### config.mk
export PLATFORM = sky130hd
export DESIGN_NAME = quadrature_encoder_tx
export DESIGN_NICKNAME = d
export VERILOG_FILES = /design/src/rtl/qenc_pkg.sv /design/src/rtl/qenc_tick_div.sv /design/src/rtl/quadrature_encoder_tx.sv
export SDC_FILE = /design/constraint.sdc
export NUM_CORES = 1
export LEC_CHECK = 0
export CAP_MARGIN = 20
export CORE_MARGIN = 2
export CORE_UTILIZATION = 55
export CTS_CLUSTER_DIAMETER = 50
export CTS_CLUSTER_SIZE = 10
export DETAILED_ROUTE_END_ITERATION = 10
export HOLD_SLACK_MARGIN = 0.03
export PLACE_DENSITY = 0.79
export SLEW_MARGIN = 20
export SYNTH_ARGS = -nofsm -noshare
export SYNTH_HDL_FRONTEND = slang
export SYNTH_HIERARCHICAL = 1
export SYNTH_SLANG_ARGS = --single-unit
### constraint.sdc
create_clock -name clk -period 9.98 [get_ports clk]
set_input_delay 1.497 -clock clk [delete_from_list [all_inputs] [get_ports clk]]
set_output_delay 1.497 -clock clk [all_outputs]
set_load 0.01 [all_outputs]
### src/rtl/qenc_pkg.sv
// Shared types and constants for the quadrature encoder emulator.
// Phase is packed as {A,B}; the next-phase tables are indexed by the current phase.
package qenc_pkg;

  typedef enum logic {
    IDLE = 1'b0,
    RUN  = 1'b1
  } qenc_state_e;

  // Entry i (bits [2i+1:2i]) is the phase that follows phase i.
  // CW walks 00->10->11->01->00; CCW walks the same ring backwards.
  localparam logic [7:0] CW_NEXT  = {2'b01, 2'b11, 2'b00, 2'b10};
  localparam logic [7:0] CCW_NEXT = {2'b10, 2'b00, 2'b11, 2'b01};

  localparam int unsigned PERIOD_MIN        = 1;
  localparam int unsigned BOUNCE_MIN_PERIOD = 4;

  function automatic logic [1:0] next_phase(input logic [1:0] ph, input logic dir);
    logic [7:0] tbl;
    tbl = dir ? CW_NEXT : CCW_NEXT;
    return tbl[{ph, 1'b0} +: 2];
  endfunction

endpackage

### src/rtl/qenc_tick_div.sv
// Loadable down-counter that fires a one-cycle tick every period_i cycles.
// The load cycle itself counts as the first cycle, so period 1 ticks on the load.
module qenc_tick_div #(
  parameter int PERIOD_W = 16
) (
  input  logic                clk,
  input  logic                reset,
  input  logic                load_i,
  input  logic                en_i,
  input  logic [PERIOD_W-1:0] period_i,
  output logic                tick_o
);

  localparam logic [PERIOD_W-1:0] ONE = PERIOD_W'(1);

  logic [PERIOD_W-1:0] cnt_q;
  logic [PERIOD_W-1:0] cnt_d;
  logic [PERIOD_W-1:0] cnt_dec;
  logic                active;

  always_comb begin
    active  = load_i || en_i;
    cnt_dec = (load_i ? period_i : cnt_q) - ONE;
    tick_o  = active && (cnt_dec == '0);
    cnt_d   = cnt_q;
    if (tick_o) begin
      cnt_d = period_i;
    end else if (active) begin
      cnt_d = cnt_dec;
    end
  end

  always_ff @(posedge clk) begin
    if (reset) begin
      cnt_q <= '0;
    end else begin
      cnt_q <= cnt_d;
    end
  end

endmodule

### src/rtl/quadrature_encoder_tx.sv
// Quadrature A/B emulator: emits cmd_steps Gray-coded edges, one every cmd_period cycles.
// Define QENC_BOUNCE_EN to build the optional one-cycle contact-bounce glitch on each edge.
module quadrature_encoder_tx
  import qenc_pkg::*;
#(
  parameter int STEP_W   = 8,
  parameter int PERIOD_W = 16,
  parameter int POS_W    = 16
) (
  input  logic                clk,
  input  logic                reset,
  // Handshake: a command transfers on a rising clk edge where cmd_valid && cmd_ready;
  // cmd_ready is high only in IDLE, and cmd_valid while busy is simply not taken.
  input  logic                cmd_valid,
  output logic                cmd_ready,
  input  logic [STEP_W-1:0]   cmd_steps,
  input  logic                cmd_dir,
  input  logic [PERIOD_W-1:0] cmd_period,
  input  logic                bounce_en,
  output logic                enc_a,
  output logic                enc_b,
  output logic                busy,
  output logic                done,
  output logic [POS_W-1:0]    position,
  output qenc_state_e         dbg_state_o
);

  qenc_state_e         state_q, state_d;
  logic [1:0]          phase_q, phase_d;
  logic [POS_W-1:0]    pos_q, pos_d;
  logic [STEP_W-1:0]   rem_q, rem_d;
  logic                dir_q, dir_d;
  logic [PERIOD_W-1:0] period_q, period_d;
  logic                done_q, done_d;

  logic                accept;
  logic                load;
  logic                tick;
  logic                cur_dir;
  logic [STEP_W-1:0]   cur_rem;
  logic [PERIOD_W-1:0] eff_period;
  logic [PERIOD_W-1:0] div_period;

  assign accept     = cmd_valid && (state_q == IDLE);
  assign eff_period = (cmd_period == '0) ? PERIOD_W'(PERIOD_MIN) : cmd_period;
  assign load       = accept && (cmd_steps != '0);
  assign div_period = load ? eff_period : period_q;
  // With period 1 the first edge lands on the accept edge, so use the fresh command fields.
  assign cur_dir    = accept ? cmd_dir : dir_q;
  assign cur_rem    = accept ? cmd_steps : rem_q;

  qenc_tick_div #(.PERIOD_W(PERIOD_W)) u_div (
    .clk      (clk),
    .reset    (reset),
    .load_i   (load),
    .en_i     (state_q == RUN),
    .period_i (div_period),
    .tick_o   (tick)
  );

  always_comb begin
    state_d  = state_q;
    phase_d  = phase_q;
    pos_d    = pos_q;
    rem_d    = rem_q;
    dir_d    = dir_q;
    period_d = period_q;
    done_d   = 1'b0;
    if (accept) begin
      dir_d    = cmd_dir;
      period_d = eff_period;
      rem_d    = cmd_steps;
      if (cmd_steps == '0) begin
        done_d = 1'b1;
      end else begin
        state_d = RUN;
      end
    end
    if (tick) begin
      phase_d = next_phase(phase_q, cur_dir);
      pos_d   = cur_dir ? pos_q + POS_W'(1) : pos_q - POS_W'(1);
      rem_d   = cur_rem - STEP_W'(1);
      if (cur_rem == STEP_W'(1)) begin
        state_d = IDLE;
        done_d  = 1'b1;
      end
    end
  end

  always_ff @(posedge clk) begin
    if (reset) begin
      state_q  <= IDLE;
      phase_q  <= 2'b00;
      pos_q    <= '0;
      rem_q    <= '0;
      dir_q    <= 1'b0;
      period_q <= PERIOD_W'(PERIOD_MIN);
      done_q   <= 1'b0;
    end else begin
      state_q  <= state_d;
      phase_q  <= phase_d;
      pos_q    <= pos_d;
      rem_q    <= rem_d;
      dir_q    <= dir_d;
      period_q <= period_d;
      done_q   <= done_d;
    end
  end

`ifdef QENC_BOUNCE_EN
  logic [1:0]          enc_q, enc_d;
  logic [1:0]          mask_q, mask_d;
  logic [1:0]          stage_q, stage_d;
  logic [PERIOD_W-1:0] cur_period;

  assign cur_period = accept ? eff_period : period_q;

  // Stage 1 flips the changed line back for one cycle, stage 2 restores it.
  always_comb begin
    enc_d   = enc_q;
    mask_d  = mask_q;
    stage_d = 2'd0;
    case (stage_q)
      2'd1: begin
        enc_d   = enc_q ^ mask_q;
        stage_d = 2'd2;
      end
      2'd2: enc_d = phase_q;
      default: ;
    endcase
    if (tick) begin
      enc_d   = phase_d;
      mask_d  = phase_d ^ phase_q;
      stage_d = (bounce_en && (cur_period >= PERIOD_W'(BOUNCE_MIN_PERIOD))) ? 2'd1 : 2'd0;
    end
  end

  always_ff @(posedge clk) begin
    if (reset) begin
      enc_q   <= 2'b00;
      mask_q  <= 2'b00;
      stage_q <= 2'd0;
    end else begin
      enc_q   <= enc_d;
      mask_q  <= mask_d;
      stage_q <= stage_d;
    end
  end

  assign {enc_a, enc_b} = enc_q;
`else
  logic unused_bounce;
  assign unused_bounce  = bounce_en;
  assign {enc_a, enc_b} = phase_q;
`endif

  assign cmd_ready   = (state_q == IDLE);
  assign busy        = (state_q == RUN);
  assign done        = done_q;
  assign position    = pos_q;
  assign dbg_state_o = state_q;

endmodule

# Yosys cells after proc, flatten, opt, wreduce, memory -nomap -nowiden
# Index checks and enable logic that the tools add are counted.
[op_classes]
n_mul = 0
add_sub_neg = 4
eq_ne = 1
n_reduce_logical = 9
n_shift = 1
n_bitwise = 1
n_div = 0
n_lt_le_gt_ge = 0
n_mux = 18
[op_table]
columns = ["operator", "n"]
rows = [
  ["$mux 16", 6],
  ["$logic_not 16->1", 2],
  ["$sub 16x1->16 const B", 2],
  ["$mux 8", 3],
  ["$add 16x1->16 const B", 1],
  ["$mux 1", 9],
  ["$eq 8x1->1 const B", 1],
  ["$logic_not 8->1", 1],
  ["$reduce_bool 8->1", 1],
  ["$shiftx 8x4->2", 1],
  ["$sub 8x1->8 const B", 1],
  ["$logic_and 1x1->1", 3],
  ["$reduce_bool 2->1", 1],
  ["$logic_or 1x1->1", 1],
  ["$not 1->1", 1],
]
[word_totals]
memories = 0
ff_bits = 61
latch_bits = 0
ramBits = 0
output_inout_bits = 22
romBits = 0
input_bits = 29

# Depth between registers and ports, before layout
[depth]
depth_word = 9
mapped_depth = 25
mapped_depth_nobuf = 19

# Hierarchy
# Netlist, hierarchy kept.
[modules_own_cells]
columns = ["mod", "n_inst", "cells_each", "seq_area_each_um2", "area_per_inst_um2"]
rows = [
  ["quadrature_encoder_tx", 1, 325, 900.9, 2642.5],
  ["qenc_tick_div", 1, 201, 320.3, 1539.0],
]

# Least setup slack after synthesis
# No wires, ideal clock.
[synth_timing]
path_kind = "in2reg"
startpoint = "input port cmd_valid"
endpoint = "register pos_q[14], in the netlist position[14]"
setup_slack_ns = 2.551
arrival_time_ns = 7.309
path_stages = 24
cell_sequence = "nand2b_1 buf_2 buf_2 nor2_1 buf_2 buf_2 buf_4 buf_2 buf_4 clkbuf_1 mux2i_1 ha_1 clkbuf_1 o211ai_1 nor3_1 xnor2_1 or3_1 or2_1 nor3_1 or4b_2 nor2_1 nand4_1 mux2_2 mux2_2"
[synth_between]
elab_chain_len = 7
word_cells_on_any_way = 10
[synth_lines]
columns = ["element", "line_no", "source"]
rows = [
  ["start: declaration", "quadrature_encoder_tx.sv:14", "input logic cmd_valid,"],
  ["$logic_and 1x1->1 *", "quadrature_encoder_tx.sv:44", "assign accept = cmd_valid && (state_q == IDLE);"],
  ["$logic_and 1x1->1 *", "quadrature_encoder_tx.sv:46", "assign load = accept && (cmd_steps != '0);"],
  ["named net load", "quadrature_encoder_tx.sv:37", "logic load;"],
  ["$mux 16", "quadrature_encoder_tx.sv:47", "assign div_period = load ? eff_period : period_q;"],
  ["$mux 16", "qenc_tick_div.sv:23", "cnt_dec = (load_i ? period_i : cnt_q) - ONE;"],
  ["$sub 16x1->16", "qenc_tick_div.sv:23", ""],
  ["$logic_not 16->1", "qenc_tick_div.sv:24", "tick_o = active && (cnt_dec == '0);"],
  ["$logic_and 1x1->1 *", "qenc_tick_div.sv:24", ""],
  ["named net tick", "quadrature_encoder_tx.sv:38", "logic tick;"],
  ["end signal: assignment", "quadrature_encoder_tx.sv:102", "pos_q <= pos_d;"],
  ["end: declaration", "quadrature_encoder_tx.sv:30", "logic [POS_W-1:0] pos_q, pos_d;"],
]
# The timed path passes the listed nets; every way through them passes the cells marked *.
# A chain may end at the register's enable or synchronous reset.

# Final worst setup path
[layout_timing]
startpoint = "input port cmd_steps[5]"
endpoint = "register pos_q[13], in the netlist position[13]"
[layout_between]
elab_chain_len = 7
word_cells_on_any_way = 8
[layout_lines]
columns = ["element", "line_no", "source"]
rows = [
  ["start: declaration", "quadrature_encoder_tx.sv:16", "input logic [STEP_W-1:0] cmd_steps,"],
  ["$reduce_bool 8->1", "quadrature_encoder_tx.sv:46", ""],
  ["$logic_and 1x1->1", "quadrature_encoder_tx.sv:46", ""],
  ["$mux 16", "quadrature_encoder_tx.sv:47", ""],
  ["named net div_period[4]", "quadrature_encoder_tx.sv:42", "logic [PERIOD_W-1:0] div_period;"],
  ["$mux 16", "qenc_tick_div.sv:23", ""],
  ["$sub 16x1->16", "qenc_tick_div.sv:23", ""],
  ["$logic_not 16->1", "qenc_tick_div.sv:24", ""],
  ["$logic_and 1x1->1", "qenc_tick_div.sv:24", ""],
  ["named net tick", "quadrature_encoder_tx.sv:38", ""],
]
# The timed path passes the listed nets, and every way through them passes these cells.

==> results.sh <==
export IMPL_drc=0
export IMPL_grt_usage_pct=25.9
export IMPL_reg2reg_to="position[13]"
export IMPL_global_route_usage_met1_pct=32.1
export IMPL_rsz0062_at_grt="no"
export IMPL_totalPowerFinal_mw=0.654
export IMPL_dpl_hpwl_mm=7.26
export IMPL_total_wire_length_mm=10.5
export IMPL_gr_usage_met2_pct=44.5
export IMPL_setup_tns_ns=0
export IMPL_finalCriticalPeriod_ns=7.89
export IMPL_layout_area_seq_um2=1220
export IMPL_synthToLayoutAreaGrowth_pct=16.0
export IMPL_synth_net_count=560
export IMPL_post_synth_inst_count=526
export IMPL_timing_reg2reg_worst_path_depth=15
export IMPL_synth_compound_area_share_pct=13.3
export IMPL_vias_per_cell=6.11
export IMPL_cap_violations=0
export IMPL_timing_final_crit_share_pct=79.1
export IMPL_synth_top_cells_by_count="sky130_fd_sc_hd__nor2_1, sky130_fd_sc_hd__dfxtp_1, sky130_fd_sc_hd__nand2_1"
export IMPL_routed_via_count=4039
export IMPL_cts_max_level=3
export IMPL_grt_max_degree=69
export IMPL_detail_route_iter0_violations=204
export IMPL_ys_async_sr_fraction_pct=0
export IMPL_synthDominantAreaCellType="sky130_fd_sc_hd__dfxtp_1"
export IMPL_worst_pin_slew_ns=1.06
export IMPL_drt_first_pass_iters=5
export IMPL_cp_end_kind="flop"
export IMPL_static_leakage_power_nw=1.78
export IMPL_timing_hold_worst_start="period_q[11]"
export IMPL_io_pins=51
export IMPL_hold_path_depth=2
export IMPL_cell_area_after_synthesis_um2=4180
export IMPL_synth_mux_area_fraction_pct=14.5
export IMPL_gpl_final_weighted_congestion=0.886
export IMPL_clk_latency_ns=0.34
export IMPL_timing_fmax_mhz=127
export IMPL_clk_path_buf_depth=2
export IMPL_post_synth_xor_area_fraction_pct=5.45
export IMPL_run_status="complete, no violations"
export IMPL_synth_seq_cells=61
export IMPL_timing_slew_headroom_pct=28.6
export IMPL_critPathLaunchType="input pin"
export IMPL_post_synth_fa_ha_maj_area_fraction_pct=1.50
export IMPL_chipHeight_um=91.2
export IMPL_simple_gate_share_of_the_synthesized_area_pct=31.6
export IMPL_preCtsSetupSlack_ns=1.84
export IMPL_ys_warnings_count=6
export IMPL_via_count_of_the_first_global_routing_pass=3833
export IMPL_dominant_combinational_cell_family_by_area_after_synthesis="simple AND/OR/NAND/NOR gates"
export IMPL_maxSlewViolCount=0
export IMPL_worst_ep_required_time_ns=10.21
export IMPL_global_routing_met3_resource_utilization_pct=5.89
export IMPL_multi_input_combinational_cell_area_um2=2780
export IMPL_row_count=31
export IMPL_coreArea_um2=7290
export IMPL_timing_hold_worst_endpoint="period_q[11]"
export IMPL_worst_clock_skew_ns=0.00770
export IMPL_grt_most_used_layer="met2"
export IMPL_synth_sequential_area_ratio_pct=29.2
export IMPL_die_wd_um=91.2
export IMPL_syn_mean_instance_area_um2=7.95
export IMPL_cts_reportedPaths_clkPinSlew_ns=0.07
export IMPL_clock_tree_root_cell="sky130_fd_sc_hd__clkbuf_8"
export IMPL_drive_gt1_share_pct=11.0
export IMPL_synth_most_common_cell="sky130_fd_sc_hd__nor2_1"
export IMPL_grt_overflow_total=0
export IMPL_ys_flop_type="sky130_fd_sc_hd__dfxtp_1"
export IMPL_fin_util_pct=66.5
export IMPL_cts_buffers=9
export IMPL_setup_ws_ns=2.09
export IMPL_ff2ff_setup_slack_ns=3.32
export IMPL_timing_hold_worst_class="reg -> reg"
export IMPL_crit_path_cell_trace="clkdlybuf4s50_1 -> nor4_1 -> and3_1 -> nor2_4 -> mux2_2 -> or4b_1 -> a222oi_1 -> xor2_1 -> nand4_1 -> or3_1 -> or2_1 -> nor3_2 -> inv_1 -> or4_1 -> nor4_1 -> mux2i_1 -> mux2_2"
export IMPL_num_nets_final=591
export IMPL_critical_path_slowest_cell="sky130_fd_sc_hd__nor3_2"
export IMPL_grt_pass1_wl_mm=17.8
export IMPL_nFillCells=640
export IMPL_post_cts_gate_resize_count=0
export IMPL_critPathKind="in -> reg"
export IMPL_synth_edf_count=0
export IMPL_portBuffers=49
export IMPL_placedInstanceArea_um2=4680
export IMPL_library_cells_used_by_synthesis=66
export IMPL_fin_area_um2=4850
export IMPL_vdd_drop_max_uv=70.2
export IMPL_post_drt_wl_per_cell_um=15.9
export IMPL_worst_r2r_startpoint="busy"
export IMPL_cts_hold_buffers_added=0
export IMPL_cp_slowest_stage_delay_ns=0.88
export IMPL_worst_path_max_fanout=26
export IMPL_grt_antenna_before_repair=0
export IMPL_antenna_left=0
export IMPL_antenna_cells=0
export IMPL_synth_largest_type_area_fraction_pct=29.2
export IMPL_ys_top_cells_by_area="sky130_fd_sc_hd__dfxtp_1, sky130_fd_sc_hd__mux2_2, sky130_fd_sc_hd__mux2i_1, sky130_fd_sc_hd__nor2_1, sky130_fd_sc_hd__nand2_1"
export IMPL_cts_sink_count=61
export IMPL_die_area_um2=8320
export IMPL_cp_arrival_ns=8.12
export IMPL_tritoncts="built"
export IMPL_timing_hold_violations_final=0
export IMPL_p_per_area_nw_per_um2=135
export IMPL_initial_core_util_pct=57.3
export IMPL_setup_failing_eps_final=0
export IMPL_cts_setup_buffers=0
how the worst max path moves through the flow:
stage	from	cells after the start	endpoint	slack, ns
floorplan	cmd_valid	24	position[14]	2.55
global placement	cmd_steps[5]	17	position[13]	1.91
detailed placement	cmd_steps[5]	17	position[13]	1.84
CTS	cmd_steps[5]	17	position[13]	2.17
global route	cmd_steps[5]	18	position[13]	1.59
finish	cmd_steps[5]	17	position[13]	2.09
registers in the layout, indices dropped and copies added (netlist names):
register / flops
rem_q: 8
busy: 1
position: 16
period_q: 16
phase_q: 2
u_div/cnt_q: 16
dir_q: 1
done: 1
logic make-up after synthesis:
family | after synthesis
xor gates and xnor gates | 26
AOI/OAI and AO/OA | 86
buffers and inverters | 41
muxes | 57
and+or+nand+nor | 250
DFF | 61
adders and majority gates | 5
where the power goes:
part,total (mW),internal [mW],leakage (nW),switching [mW]
Clock,0.198,0.104,0.0877,0.0942
Combinational,0.183,0.0796,1.19,0.103
Sequential,0.273,0.259,0.499,0.0144
worst max-delay path, delay by kind of cell:
| family | cells | cell delay (ns) |
|---|---|---|
| simple gates | 10 | 3.93 |
| buf+inv | 2 | 1.02 |
| mux | 3 | 0.89 |
| compound gates | 1 | 0.54 |
| xor+xnor | 1 | 0.27 |
layout by cell type (no fill, tap or decap), types with 3 or more instances in the layout:
master                            count
sky130_fd_sc_hd__mux2i_1             30
sky130_fd_sc_hd__and4_1               4
sky130_fd_sc_hd__a211oi_1            14
sky130_fd_sc_hd__clkbuf_8            11
sky130_fd_sc_hd__o21a_1               3
sky130_fd_sc_hd__nand3_1             10
sky130_fd_sc_hd__nand3b_1             3
sky130_fd_sc_hd__or3_1               14
sky130_fd_sc_hd__xnor2_1             18
sky130_fd_sc_hd__buf_4                5
sky130_fd_sc_hd__nand2_1             51
sky130_fd_sc_hd__a21oi_1             33
sky130_fd_sc_hd__and3_1               5
sky130_fd_sc_hd__nor2b_1              7
sky130_fd_sc_hd__nor2_1              62
sky130_fd_sc_hd__xor2_1               8
sky130_fd_sc_hd__o21ai_0             10
sky130_fd_sc_hd__nand4_1              5
sky130_fd_sc_hd__nor4b_1              3
sky130_fd_sc_hd__or4_1                3
sky130_fd_sc_hd__nor3_1              35
sky130_fd_sc_hd__ha_1                 5
sky130_fd_sc_hd__nor3b_1              6
sky130_fd_sc_hd__dfxtp_1             61
sky130_fd_sc_hd__inv_1                7
sky130_fd_sc_hd__or2_2                3
sky130_fd_sc_hd__a211o_1              3
sky130_fd_sc_hd__nor4_1              18
sky130_fd_sc_hd__clkbuf_1             4
sky130_fd_sc_hd__mux2_2              27
sky130_fd_sc_hd__a21o_1               4
sky130_fd_sc_hd__clkdlybuf4s50_1     48
metrics by stage:
stage          hold WS, ns  instances
2_1_floorplan        0.434        526
3_3_place_gp         0.440        645
3_5_place_dp         0.446        645
4_1_cts              0.456        661
5_1_grt              0.473        661
6_report             0.453        661
area by class of cell:
cell class,instances,area share (%)
clock buffers,15,3.43
clock inverters,1,0.103
inverters,7,0.542
multi-input cells,424,57.4
flip-flops and latches,61,25.2
well taps,99,2.55
repair buffers,54,10.8
metal layers:
| layer | part of all wire, % | vias up |
|---|---|---|
| met2 | 49 | 134 |
| met4 | 1.3 | 0 |
| met1 | 44 | 1914 |
| met5 | 0 | - |
| met3 | 5.5 | 11 |
| li1 | - | 1980 |
Note: power is estimated with default switching activity, not from simulation.
